==> src/rtl/led_mode_ctrl.sv <==
// led_mode_ctrl: per-channel LED mode controller (off / on / blink / PWM)
// with a global chase override and registered outputs.
// Optional build macro LED_FADE_EN: mode 11 becomes a breathing ramp
// whose ceiling is the channel's programmed duty.
module led_mode_ctrl #(
    parameter int N_LED       = 3,
    parameter int PRESCALE    = 50000,
    parameter int BLINK_TICKS = 250,
    parameter int PWM_BITS    = 4
) (
    input  logic                led_clk,
    input  logic                led_rst_n,
    input  logic                wr_en,
    input  logic [3:0]          wr_sel,
    input  logic [1:0]          wr_mode,
    input  logic [PWM_BITS-1:0] wr_duty,
    input  logic                chase_en,
    output logic                wr_err,
    output logic                tick,
    output logic [N_LED-1:0]    led
);

    localparam int PW = $clog2(PRESCALE);
    localparam int BW = (BLINK_TICKS > 1) ? $clog2(BLINK_TICKS) : 1;
    localparam int CW = (N_LED > 1) ? $clog2(N_LED) : 1;

    localparam logic [PW-1:0] PRESC_LAST = PW'(PRESCALE - 1);
    localparam logic [BW-1:0] BLINK_LAST = BW'(BLINK_TICKS - 1);
    localparam logic [CW-1:0] CHASE_LAST = CW'(N_LED - 1);
    localparam logic [4:0]    N_LED_W    = 5'(N_LED);

    logic [PW-1:0]       presc_cnt_reg;
    logic [BW-1:0]       blink_cnt_reg;
    logic                blink_phase_reg;
    logic [PWM_BITS-1:0] pwm_cnt_reg;
    logic [CW-1:0]       chase_pos_reg;
    logic                wr_err_reg;
    logic [N_LED-1:0]    led_reg;
    logic [N_LED-1:0]    led_next;

    logic tick_now;
    logic blink_wrap;
    logic wr_bad;

    assign tick_now   = (presc_cnt_reg == PRESC_LAST);
    assign blink_wrap = tick_now && (blink_cnt_reg == BLINK_LAST);
    assign wr_bad     = wr_en && ({1'b0, wr_sel} >= N_LED_W);

    assign tick   = tick_now;
    assign wr_err = wr_err_reg;
    assign led    = led_reg;

    // Shared timebase: prescaler, blink counter/phase, PWM counter, chase position
    always_ff @(posedge led_clk or negedge led_rst_n) begin
        if (!led_rst_n) begin
            presc_cnt_reg   <= '0;
            blink_cnt_reg   <= '0;
            blink_phase_reg <= 1'b0;
            pwm_cnt_reg     <= '0;
            chase_pos_reg   <= '0;
        end else begin
            presc_cnt_reg <= tick_now ? '0 : presc_cnt_reg + 1'b1;
            pwm_cnt_reg   <= pwm_cnt_reg + 1'b1;
            if (tick_now) begin
                blink_cnt_reg <= blink_wrap ? '0 : blink_cnt_reg + 1'b1;
            end
            if (blink_wrap) begin
                blink_phase_reg <= ~blink_phase_reg;
            end
            // Chase only advances while it is being displayed
            if (blink_wrap && chase_en) begin
                chase_pos_reg <= (chase_pos_reg == CHASE_LAST) ? '0 : chase_pos_reg + 1'b1;
            end
        end
    end

    // Error pulse for writes aimed past the last channel
    always_ff @(posedge led_clk or negedge led_rst_n) begin
        if (!led_rst_n) begin
            wr_err_reg <= 1'b0;
        end else begin
            wr_err_reg <= wr_bad;
        end
    end

    generate
        for (genvar gi = 0; gi < N_LED; gi++) begin : g_chan
            logic [1:0]          mode_reg;
            logic [PWM_BITS-1:0] duty_reg;
            logic [PWM_BITS-1:0] duty_eff;
            logic                chan_val;
            logic                wr_hit;

            assign wr_hit = wr_en && (wr_sel == 4'(gi));

            // Channel configuration written by the control FSM
            always_ff @(posedge led_clk or negedge led_rst_n) begin
                if (!led_rst_n) begin
                    mode_reg <= 2'b00;
                    duty_reg <= '0;
                end else if (wr_hit) begin
                    mode_reg <= wr_mode;
                    duty_reg <= wr_duty;
                end
            end

`ifdef LED_FADE_EN
            logic [PWM_BITS-1:0] ramp_reg;
            logic                ramp_up_reg;

            // Breathing ramp: triangle between 0 and duty_reg, one step per tick
            always_ff @(posedge led_clk or negedge led_rst_n) begin
                if (!led_rst_n) begin
                    ramp_reg    <= '0;
                    ramp_up_reg <= 1'b1;
                end else if (wr_hit && (wr_mode == 2'b11)) begin
                    ramp_reg    <= '0;
                    ramp_up_reg <= 1'b1;
                end else if (tick_now) begin
                    if (ramp_up_reg) begin
                        if (ramp_reg >= duty_reg) begin
                            ramp_up_reg <= 1'b0;
                            if (ramp_reg != '0) begin
                                ramp_reg <= ramp_reg - 1'b1;
                            end
                        end else begin
                            ramp_reg <= ramp_reg + 1'b1;
                        end
                    end else begin
                        if (ramp_reg == '0) begin
                            ramp_up_reg <= 1'b1;
                            if (duty_reg != '0) begin
                                ramp_reg <= ramp_reg + 1'b1;
                            end
                        end else begin
                            ramp_reg <= ramp_reg - 1'b1;
                        end
                    end
                end
            end

            assign duty_eff = ramp_reg;
`else
            assign duty_eff = duty_reg;
`endif

            // Per-channel drive value selected by mode
            always_comb begin
                chan_val = 1'b0;
                case (mode_reg)
                    2'b01:   chan_val = 1'b1;
                    2'b10:   chan_val = blink_phase_reg;
                    2'b11:   chan_val = (pwm_cnt_reg < duty_eff);
                    default: chan_val = 1'b0;
                endcase
            end

            // Chase override replaces the mode output but leaves configuration intact
            assign led_next[gi] = chase_en ? (chase_pos_reg == CW'(gi)) : chan_val;
        end
    endgenerate

    // Registered LED drive
    always_ff @(posedge led_clk or negedge led_rst_n) begin
        if (!led_rst_n) begin
            led_reg <= '0;
        end else begin
            led_reg <= led_next;
        end
    end

endmodule

==> config.mk <==
export PLATFORM = sky130hd
export DESIGN_NAME = led_mode_ctrl
export DESIGN_NICKNAME = d
export VERILOG_FILES = /design/src/rtl/led_mode_ctrl.sv
export SDC_FILE = /design/constraint.sdc
export NUM_CORES = 1
export LEC_CHECK = 0
export CORE_MARGIN = 5
export CORE_UTILIZATION = 62
export DETAILED_ROUTE_END_ITERATION = 8
export GPL_TIMING_DRIVEN = 0
export PLACE_DENSITY_LB_ADDON = 0.1
export SYNTH_ARGS = -nofsm -noshare
export SYNTH_HDL_FRONTEND = slang
export SYNTH_SLANG_ARGS = --single-unit
==> constraint.sdc <==
create_clock -name led_clk -period 3.9 [get_ports led_clk]
set_clock_uncertainty 0.05 [all_clocks]
set_input_delay 0.585 -clock led_clk [delete_from_list [all_inputs] [get_ports led_clk]]
set_output_delay 0.585 -clock led_clk [all_outputs]
set_load 0.01 [all_outputs]
### Word level (Yosys, flattened, before mapping)

Cells that the tools add are included.

* reductions and logical operators: 8
* bitwise logic cells: 1
* $add $sub $neg: 4
* equal/unequal tests: 15
* multiplexer cells: 9
* order comparisons: 4

Operator list (number)
* 16-bit by 1-bit adder with 16-bit output (second input constant): 1
* 16-bit == test (second input constant): 1
* 16-bit 2-to-1 mux: 1
* 2-bit == test (second input constant): 7
* 4-bit less-than comparator: 3
* 1-bit one-hot mux with 3 select lines: 3
* 8-bit by 1-bit adder with 8-bit output (second input constant): 1
* 2-bit by 1-bit == test with 1-bit output (second input constant): 4
* 8-bit == test (second input constant): 1
* 8-bit 2-to-1 mux: 1
* 1-bit logical AND: 6
* 4-bit by 1-bit adder with 4-bit output (second input constant): 1
* 4-bit by 1-bit == test with 1-bit output (second input constant): 1
* 4-bit by 2-bit == test with 1-bit output (second input constant): 1
* 4-bit by 2-bit >= comparator with 1-bit output (second input constant): 1
* 4-bit logical NOT: 1
* 1-bit 2-to-1 mux: 3
* 2-bit by 1-bit adder with 2-bit output (second input constant): 1
* 2-bit logical NOT: 1
* 2-bit 2-to-1 mux: 1
* 1-bit inverter: 1

* output and inout bits: 5
* bits of input ports: 14
* logic and storage cells: 54
* bits in registers: 53

### Longest topological paths before layout

Gate-level depths: netlist (run 1).

* word-level depth: 3
* mapped depth: 7
* mapped depth without buffers: 6

### Worst setup path before layout (run 1)

Ideal clock, no wire load.

* kind: input to register
* start point: input wr_sel[3]
* end point: register g_chan[0].duty_reg[0]
* stages: 3
* buffers on the path: 0
* setup slack: 2.022 ns
* data required time: 3.725 ns
* arrival: 1.703 ns
* library setup time: 0.125 ns
* cells stage by stage: or3b_2 nor3_4 mux2_2

* longest elaborated chain between the ends: 2

Ends and longest elaborated chain
* start, declared: line 14 `input logic [3:0] wr_sel,`
* 4-bit logical NOT: line 94 `assign wr_hit = wr_en && (wr_sel == 4'(gi));`
* 1-bit logical AND: line 94
* end signal, assigned: line 103 `duty_reg <= wr_duty;`
* end, declared: line 89 `logic [PWM_BITS-1:0] duty_reg;`

No other way between the ends.
A chain may end at the register's enable or synchronous reset.

### Final worst setup path (run 1)

* start point: register presc_cnt_reg[0]
* end point: output tick

* longest elaborated chain between the ends: 1

Ends and longest elaborated chain
* start, declared: line 32 `logic [PW-1:0] presc_cnt_reg;`
* start signal, assigned: line 62 `presc_cnt_reg <= tick_now ? '0 : presc_cnt_reg + 1'b1;`
* 16-bit == test: line 45 `assign tick_now = (presc_cnt_reg == PRESC_LAST);`
* end, declared: line 19 `output logic tick,`

No other way between the ends.

==> results.yml, run 1 <==
outcome:
  status: "finished clean"
job:
  cap_violations: 0
die:
  coreArea_um2: 4030
  chipHeight_um: 74.6
  start_util_pct: 64.3
  rows: 23
  num_io_pins: 19
  die-area_um2: 5570
  die_w_um: 74.6
clocking:
  clock_latency_ps: 310
  cts_tree: "yes"
  clkTransAtPathRegs_ps: 90
  cts_setup_buffers: 0
  holdBufCountCts: 0
  cts_sinks: 53
  post_cts_resized: 0
  cts_buffers: 5
  cts_root_buffer: "clkbuf_8"
  cts_max_path_buffers: 2
  htreeDepth: 2
drt:
  drt_iter0_markers: 110
  via_per_inst: 5.75
  vias: 1783
  first_pass_iters: 4
  finalWirelength_um: 4840
  wl_per_cell_um: 15.6
  ant_nets: 0
  drc: 0
finish:
  mostFrequentLayoutCells: "53 x dfrtp_1, 19 x mux2_2, 18 x inv_1, 18 x o21ai_0, 17 x nand2_1"
  largest_register_ffs: 16
  drive_gt1_share_pct: 14.6
  area_growth_syn_to_layout_pct: 12.4
  fin_nets: 288
  layout_commonest_cell: "dfrtp_1"
  antennaDiodeCount: 0
  utilization_pct: 72.3
  nFillCells: 309
logic_synthesis:
  syn_nets: 263
  yosysWarningCount: 0
  synth_top_area_cell: "dfrtp_1"
  synth_area_um2: 2590
  yosysUniqueCellTypes: 40
  syn_inst: 236
  synth_top_area_share_pct: 51.2
  synthTopCellsByArea: "dfrtp_1 51%, mux2_2 8.3%, ha_1 6.3%"
  postSynthAreaPerCell_um2: 11.0
  ys_seq_elements: 53
  synth_seq_area_share_pct: 51.2
critical_path:
  crit_slowest_cell: "clkdlybuf4s50_1"
  crit_path_end_kind: "primary output"
  cp_slowest_stage_delay_ps: 550
  crit_buf_inv: 3
  arrival_ps: 2240
  critical_path_required_ps: 3260
  cp_max_fo: 10
  path_class: "register to primary output"
  cp-start-kind: "register"
  crit_chain: "ha_1 -> and3_1 -> nand4_2 -> inv_1 -> buf_4 -> clkdlybuf4s50_1"
  critical_path.top_delay_family: "buffers and inverters"
sta:
  finalSetupViolCount: 0
  fin_setup_tns_ps: 0
  max_freq_ghz: 0.348
  period_needed_ps: 2870
  finalMaxSlewViolations: 0
  relSlewSlack_pct: 69.8
  finalHoldViolCount: 0
  worstMarginPinSlew_ps: 453
  rsz0062_at_grt: "false"
  period_share_pct: 73.7
power:
  p_per_area_nw_per_um2: 364
  peakVddDrop_uv: 280
  p_leak_nw: 1.34
global_route:
  grt_overflow: 0
  grt_pass1_wl_um: 8200
  grt_start_max_net_pins: 37
  antenna_found_initial: 0
  grt_pass1_vias: 1829
  grt_use_total_pct: 19.7
place:
  port_buffers: 17
  place_hpwl_um: 3550
  routabilityCongestion: 0.778
hold_path:
  hp-class: "primary input to async pin"
==> metal layers <==
metal  share of wire (%)  up-vias  wire length [um]  global-route usage (%)
li1                    -      885                 -                       -
met1                  47      857              2270                    26.1
met2                  46       31              2240                    31.0
met3                 4.9       10               235                    5.74
met4                 1.8        0                88                    7.51
met5                   0        -                 0                       0
==> logic make-up after synthesis <==
logic type | after synthesis | synth area share [%]
fa+ha+maj | 13 | 6.28
simple gates | 77 | 16.8
compound gates | 38 | 9.13
buf+inv | 21 | 3.24
xor+xnor | 14 | 4.73
flops | 53 | 51.2
mux | 20 | 8.65
==> cell type report <==
cell class,count,area [um2],area share (%)
multi-input combinational,162,1180,40.5
tap,50,62.6,2.15
clock buffer,5,68.8,2.36
clock inverter,1,5.00,0.172
inverter,18,67.6,2.32
buffer,3,16.3,0.559
sequential,53,1330,45.6
timing repair buffer,18,185,6.36
==> synthesized netlist by cell type, drive strengths merged <==
cell type,n
a21o,2
nor4b,1
xnor2,7
mux2,19
nand3b,1
nand2b,2
or3b,1
and4,3
a211oi,5
nor3,4
o31ai,1
and3,3
nor2b,3
dfrtp,53
inv,18
mux2i,1
o211ai,4
a31oi,1
nand2,17
ha,13
nor2,15
and4bb,2
xor2,7
a21oi,5
or4,1
nor4,1
and2,1
o41ai,2
clkbuf,1
buf,2
or3,3
nand4,5
nand3,14
o21ai,18
==> through the flow <==
step / setup slack [ps] / power, mW / cell area [um2] / hold WS, ps / std cells
3_5_place_dp: 1350 / 0.784 / 2840 / 434 / 304
4_1_cts: 991 / 1.07 / 2910 / 165 / 310
6_report: 1030 / 1.06 / 2910 / 156 / 310
2_1_floorplan: 2020 / 0.713 / 2590 / 239 / 236
3_3_place_gp: 682 / 0.773 / 2820 / 425 / 303
5_1_grt: 864 / 1.11 / 2910 / 184 / 310
==> path summary, 6_finish.rpt <==
| kind | start | depth (start not counted) | slack (ps) | endpoint |
|---|---|---|---|---|
| setup / recovery | presc_cnt_reg[0]$_DFF_PN0_ | 6 | 1030 | tick |
| hold / removal | led_rst_n | 1 | 160 | presc_cnt_reg[5]$_DFF_PN0_ |
| setup reg to reg | presc_cnt_reg[0]$_DFF_PN0_ | 6 | 2070 | blink_cnt_reg[5]$_DFFE_PN0N_ |
| hold reg to reg | presc_cnt_reg[0]$_DFF_PN0_ | 1 | 440 | presc_cnt_reg[0]$_DFF_PN0_ |
| max in group asynchronous | led_rst_n | 2 | 3100 | pwm_cnt_reg[1]$_DFF_PN0_ |
| min in group led_clk | presc_cnt_reg[0]$_DFF_PN0_ | 1 | 440 | presc_cnt_reg[0]$_DFF_PN0_ |
==> power breakdown <==
part	internal [mW]	switching (mW)	total, mW
combinational	0.0788	0.0641	0.143
clock	0.119	0.170	0.288
sequential	0.600	0.0275	0.628
total	0.797	0.261	1.06
Note: power is estimated with default switching activity, not from simulation.
==> run 2, diff against run 1 <==
- CORE_UTILIZATION: 62 -> 52
- clock period: 3.9 -> 2.5 ns (I/O delays scaled with it)
==> run 2 against run 1 <==
Clock power is 75% higher. Count of clock-buffer cells in the layout did not move. Final cell count is 6.8% higher. Critical path depth did not move. Core utilization is 10 points lower. Worst hold slack improved by 280 ps. Non-clock buffer count up 2. Largest power group unchanged. First-iteration DRC count down 59%. Flip-flop and latch count stayed put.
==> results.yml, run 2 (same netlist as run 1, synthesis figures left out) <==
global_route:
  grt_start_max_net_pins: 34
  antenna_found_initial: 0
  grt_pass1_vias: 1687
  grt_use_total_pct: 16.3
  grt_overflow: 0
  grt_pass1_wl_um: 7980
power:
  p_per_area_nw_per_um2: 572
  p_total_mw: 1.70
  p_leak_nw: 1.35
  peakVddDrop_uv: 417
clocking:
  cts_tree: "yes"
  cts_sinks: 53
  cts_buffers: 5
  clkTransAtPathRegs_ps: 110
  cts_max_path_buffers: 2
  htreeDepth: 2
  clock_latency_ps: 320
  cts_root_buffer: "clkbuf_8"
finish:
  utilization_pct: 62.2
  instances_no_fill: 331
  mostFrequentLayoutCells: "53 x dfrtp_1, 19 x mux2_2, 18 x o21ai_0"
  fin_nets: 290
  fin_area_um2: 2980
  antennaDiodeCount: 0
  area_growth_syn_to_layout_pct: 14.9
  drive_gt1_share_pct: 16.7
  layout_commonest_cell: "dfrtp_1"
  largest_register_ffs: 16
drt:
  vias: 1760
  drt_iter0_markers: 45
  via_per_inst: 5.32
  first_pass_iters: 4
  ant_nets: 0
  drc: 0
  wl_per_cell_um: 13.9
  finalWirelength_um: 4590
place:
  port_buffers: 17
  place_hpwl_um: 3230
  dpl.cell_count: 321
  pre_cts_slack_ps: 141
  routabilityCongestion: 0.800
  place_area_um2: 2860
outcome:
  status: "finished clean"
critical_path:
  crit_path_end_kind: "primary output"
  path_class: "register to primary output"
  crit_chain: "ha_2 -> and3_4 -> nand4_2 -> inv_2 -> buf_4 -> dlygate4sd2_1"
  cp_max_fo: 10
  critical_path_required_ps: 2080
  arrival_ps: 1920
  crit_slowest_cell: "dfrtp_1"
  r2r_slack_ps: 700
  cp-start-kind: "register"
  cp_slowest_stage_delay_ps: 390
sta:
  fin_setup_tns_ps: 0
  rsz0062_at_grt: "false"
  holdWs_ps: 431
  finalSetupViolCount: 0
  period_needed_ps: 2350
  worstMarginPinSlew_ps: 485
  max_freq_ghz: 0.426
  relSlewSlack_pct: 67.6
  period_share_pct: 94.0
  finalMaxSlewViolations: 0
  finalHoldViolCount: 0
  setup_slack_ps: 151
die:
  coreArea_um2: 4790
  die-area_um2: 6490
  die_w_um: 80.6
  start_util_pct: 54.1
  num_io_pins: 19
  rows: 25
  chipHeight_um: 80.6
hold_path:
  hp-class: "primary input to register"
job:
  cap_violations: 0
run 2: worst paths after layout:
path / from / endpoint / cells past startpoint
setup / recovery: presc_cnt_reg[1]$_DFF_PN0_ / tick / 6
setup reg to reg: presc_cnt_reg[1]$_DFF_PN0_ / blink_cnt_reg[5]$_DFFE_PN0N_ / 6
hold reg to reg: presc_cnt_reg[14]$_DFF_PN0_ / presc_cnt_reg[14]$_DFF_PN0_ / 1
hold / removal: chase_en / led[0]$_DFF_PN0_ / 3
min in group asynchronous: led_rst_n / led[0]$_DFF_PN0_ / 2
max in group asynchronous: led_rst_n / blink_cnt_reg[6]$_DFFE_PN0N_ / 3
run 2: worst max-delay path: cells and delay by family, from the launching register on:
family	cells	cell delay (ps)
and+or+nand+nor	2	400
DFF	1	390
adders and majority gates	1	230
buffers and inverters	3	590
run 2: layout make-up:
| type | instances | area (um2) |
|---|---|---|
| Buffer | 3 | 16.3 |
| Sequential cell | 53 | 1330 |
| Inverter | 18 | 67.6 |
| Clock buffer | 5 | 68.8 |
| Tap cell | 67 | 83.8 |
| Clock inverter | 3 | 25.0 |
| Fill cell | 398 | 1810 |
| Timing Repair Buffer | 20 | 201 |
| Multi-Input combinational cell | 162 | 1190 |
run 2: what timing repair did:
item,in CTS,in global routing
hold buffers,1,0
resized for setup,4,0
endpoints found under the setup margin,1,0
buffers inserted,1,0
endpoints found under the hold margin,20,0
run 2: power breakdown:
part / switching, mW / leakage (nW) / total [mW] / internal [mW]
Combinational: 0.101 / 0.627 / 0.225 / 0.124
Clock: 0.300 / 0.0447 / 0.503 / 0.203
Sequential: 0.0394 / 0.683 / 0.975 / 0.936
run 2: layer usage:
layer / GRT usage (%) / share of wire (%) / vias up
met1: 24.1 / 52 / 833
met2: 22.8 / 41 / 29
met5: 0 / 0 / -
met4: 4.56 / 1.3 / 0
met3: 5.04 / 5.7 / 8
li1: - / - / 890
==> run 3, diff against run 2 <==
- PLACE_DENSITY: unset -> 0.82
- PLACE_DENSITY_LB_ADDON: 0.1 -> unset
- TNS_END_PERCENT: unset -> 20
==> run 3 against run 2 <==
Final cell count stayed put. Core utilization is 0.68 points higher. Clock power is 14% higher. Register-to-register slack better by 50 ps. Worst setup slack better by 64 ps.
==> results.yml, run 3 (same netlist as run 1, synthesis figures left out) <==
outcome:
  status: "finished clean"
sta:
  fin_setup_tns_ps: 0
  period_needed_ps: 2290
  relSlewSlack_pct: 72.2
  period_share_pct: 91.4
  setup_slack_ps: 215
  finalMaxSlewViolations: 0
  max_freq_ghz: 0.438
  finalHoldViolCount: 0
  finalSetupViolCount: 0
  worstMarginPinSlew_ps: 411
  rsz0062_at_grt: "false"
critical_path:
  crit_path_end_kind: "primary output"
  arrival_ps: 1860
  crit_slowest_cell: "dfrtp_2"
  critical_path_required_ps: 2080
  cp_slowest_stage_delay_ps: 460
  crit_buf_inv: 3
  crit_chain: "nor4b_4 -> nand4_4 -> inv_2 -> buf_4 -> dlygate4sd2_1"
  cp_max_fo: 10
  path_class: "register to primary output"
  critical_path.top_delay_family: "buffers and inverters"
  cp-start-kind: "register"
clocking:
  cts_max_path_buffers: 2
  htreeDepth: 2
  cts_sinks: 53
  cts_tree: "yes"
  clkTransAtPathRegs_ps: 100
  cts_root_buffer: "clkbuf_8"
  clock_latency_ps: 310
  cts_buffers: 5
global_route:
  grt_start_max_net_pins: 38
  grt_pass1_vias: 1740
  grt_pass1_wl_um: 8010
  grt_use_total_pct: 16.1
  grt_overflow: 0
  antenna_found_initial: 0
die:
  num_io_pins: 19
  die_w_um: 80.6
  chipHeight_um: 80.6
  die-area_um2: 6490
  start_util_pct: 54.1
  rows: 25
  coreArea_um2: 4790
power:
  power_frac_seq_pct: 55.0
  clkPwrFrac_pct: 32.3
  peakVddDrop_uv: 322
  switching_power_mw: 0.413
  p_int_mw: 1.36
  p_leak_nw: 1.37
  comb_power_share_pct: 12.6
  p_per_area_nw_per_um2: 589
  p_sw_share_pct: 23.3
finish:
  layout_commonest_cell: "dfrtp_1"
  fin_nets: 290
  mostFrequentLayoutCells: "52 x dfrtp_1, 19 x mux2_2, 18 x o21ai_0"
  antennaDiodeCount: 0
  largest_register_ffs: 16
  utilization_pct: 62.9
  instances_no_fill: 331
  drive_gt1_share_pct: 16.7
  area_growth_syn_to_layout_pct: 16.2
place:
  place_hpwl_um: 3250
  dpl.cell_count: 321
  pre_cts_slack_ps: 162
  routabilityCongestion: 0.756
  port_buffers: 17
drt:
  wl_per_cell_um: 13.7
  drc: 0
  first_pass_iters: 4
  finalWirelength_um: 4540
  via_per_inst: 5.39
  drt_iter0_markers: 98
  ant_nets: 0
  vias: 1784
hold_path:
  hp-class: "register to register"
job:
  cap_violations: 0
-- run 3: cell count changes in the layout (fill, tap and decap cells not counted), sizes merged --
cell	previous run	this run
bufinv	0	1
clkbuf	6	7
clkinvlp	1	0
inv	19	18
-- run 3: repair_timing --
item	4_1_cts	5_1_grt
setup endpoints to repair	1	0
hold buffers	1	0
resized for setup	7	0
hold endpoints to repair	16	0
buffers inserted	1	0
-- run 3: path summary, 6_finish.rpt --
| path | startpoint | to | slack (ps) | depth (start not counted) |
|---|---|---|---|---|
| max | presc_cnt_reg[5]$_DFF_PN0_ | tick | 210 | 5 |
| min | pwm_cnt_reg[0]$_DFF_PN0_ | pwm_cnt_reg[0]$_DFF_PN0_ | 460 | 1 |
| max reg2reg | presc_cnt_reg[5]$_DFF_PN0_ | blink_cnt_reg[5]$_DFFE_PN0N_ | 750 | 5 |
| min reg2reg | pwm_cnt_reg[0]$_DFF_PN0_ | pwm_cnt_reg[0]$_DFF_PN0_ | 460 | 1 |
| max in group asynchronous | led_rst_n | g_chan[0].duty_eff[0]$_DFFE_PN0P_ | 1400 | 3 |
| min in group asynchronous | led_rst_n | presc_cnt_reg[5]$_DFF_PN0_ | 470 | 2 |
-- run 3: final cells by class --
| class | count | area (um2) |
|---|---|---|
| Buffer | 3 | 16.3 |
| Clock buffer | 6 | 72.6 |
| Clock inverter | 2 | 38.8 |
| Fill cell | 373 | 1780 |
| Inverter | 18 | 67.6 |
| Multi-Input combinational cell | 162 | 1200 |
| Sequential cell | 53 | 1330 |
| Tap cell | 67 | 83.8 |
| Timing Repair Buffer | 20 | 201 |
-- run 3: worst register-to-register path, stage by stage, from the launching register on --
cell and delay (ps):
dfrtp_2 460, nor4b_4 350, nand4_4 170, buf_2 220
o41ai_2 320, a21o_1 110
-- run 3: routing by layer --
metal / wire (um) / GRT usage (%) / vias up
met1: 2150 / 21.9 / 854
met4: 104 / 5.74 / 0
met5: 0 / 0 / -
met2: 2130 / 25.5 / 31
met3: 157 / 3.36 / 9
li1: - / - / 890
-- run 3: per-stage QoR --
stage                     power, mW  cell area (um2)  hold slack [ps]
after floorplan                1.11             2590             29.4
after global placement         1.21             2840              423
after detailed placement       1.22             2860              277
after CTS                      1.80             3010              453
after global routing           1.87             3010              488
final                          1.77             3010              457
-- run 3: power by group through the flow --
stage               registers [mW]  logic (mW)  clock network (mW)
floorplan                    0.989       0.124                   0
global placement             0.990       0.216                   0
detailed placement           0.993       0.226                   0
CTS                          0.976       0.228               0.594
global route                 0.987       0.254               0.625
finish                       0.976       0.224               0.574
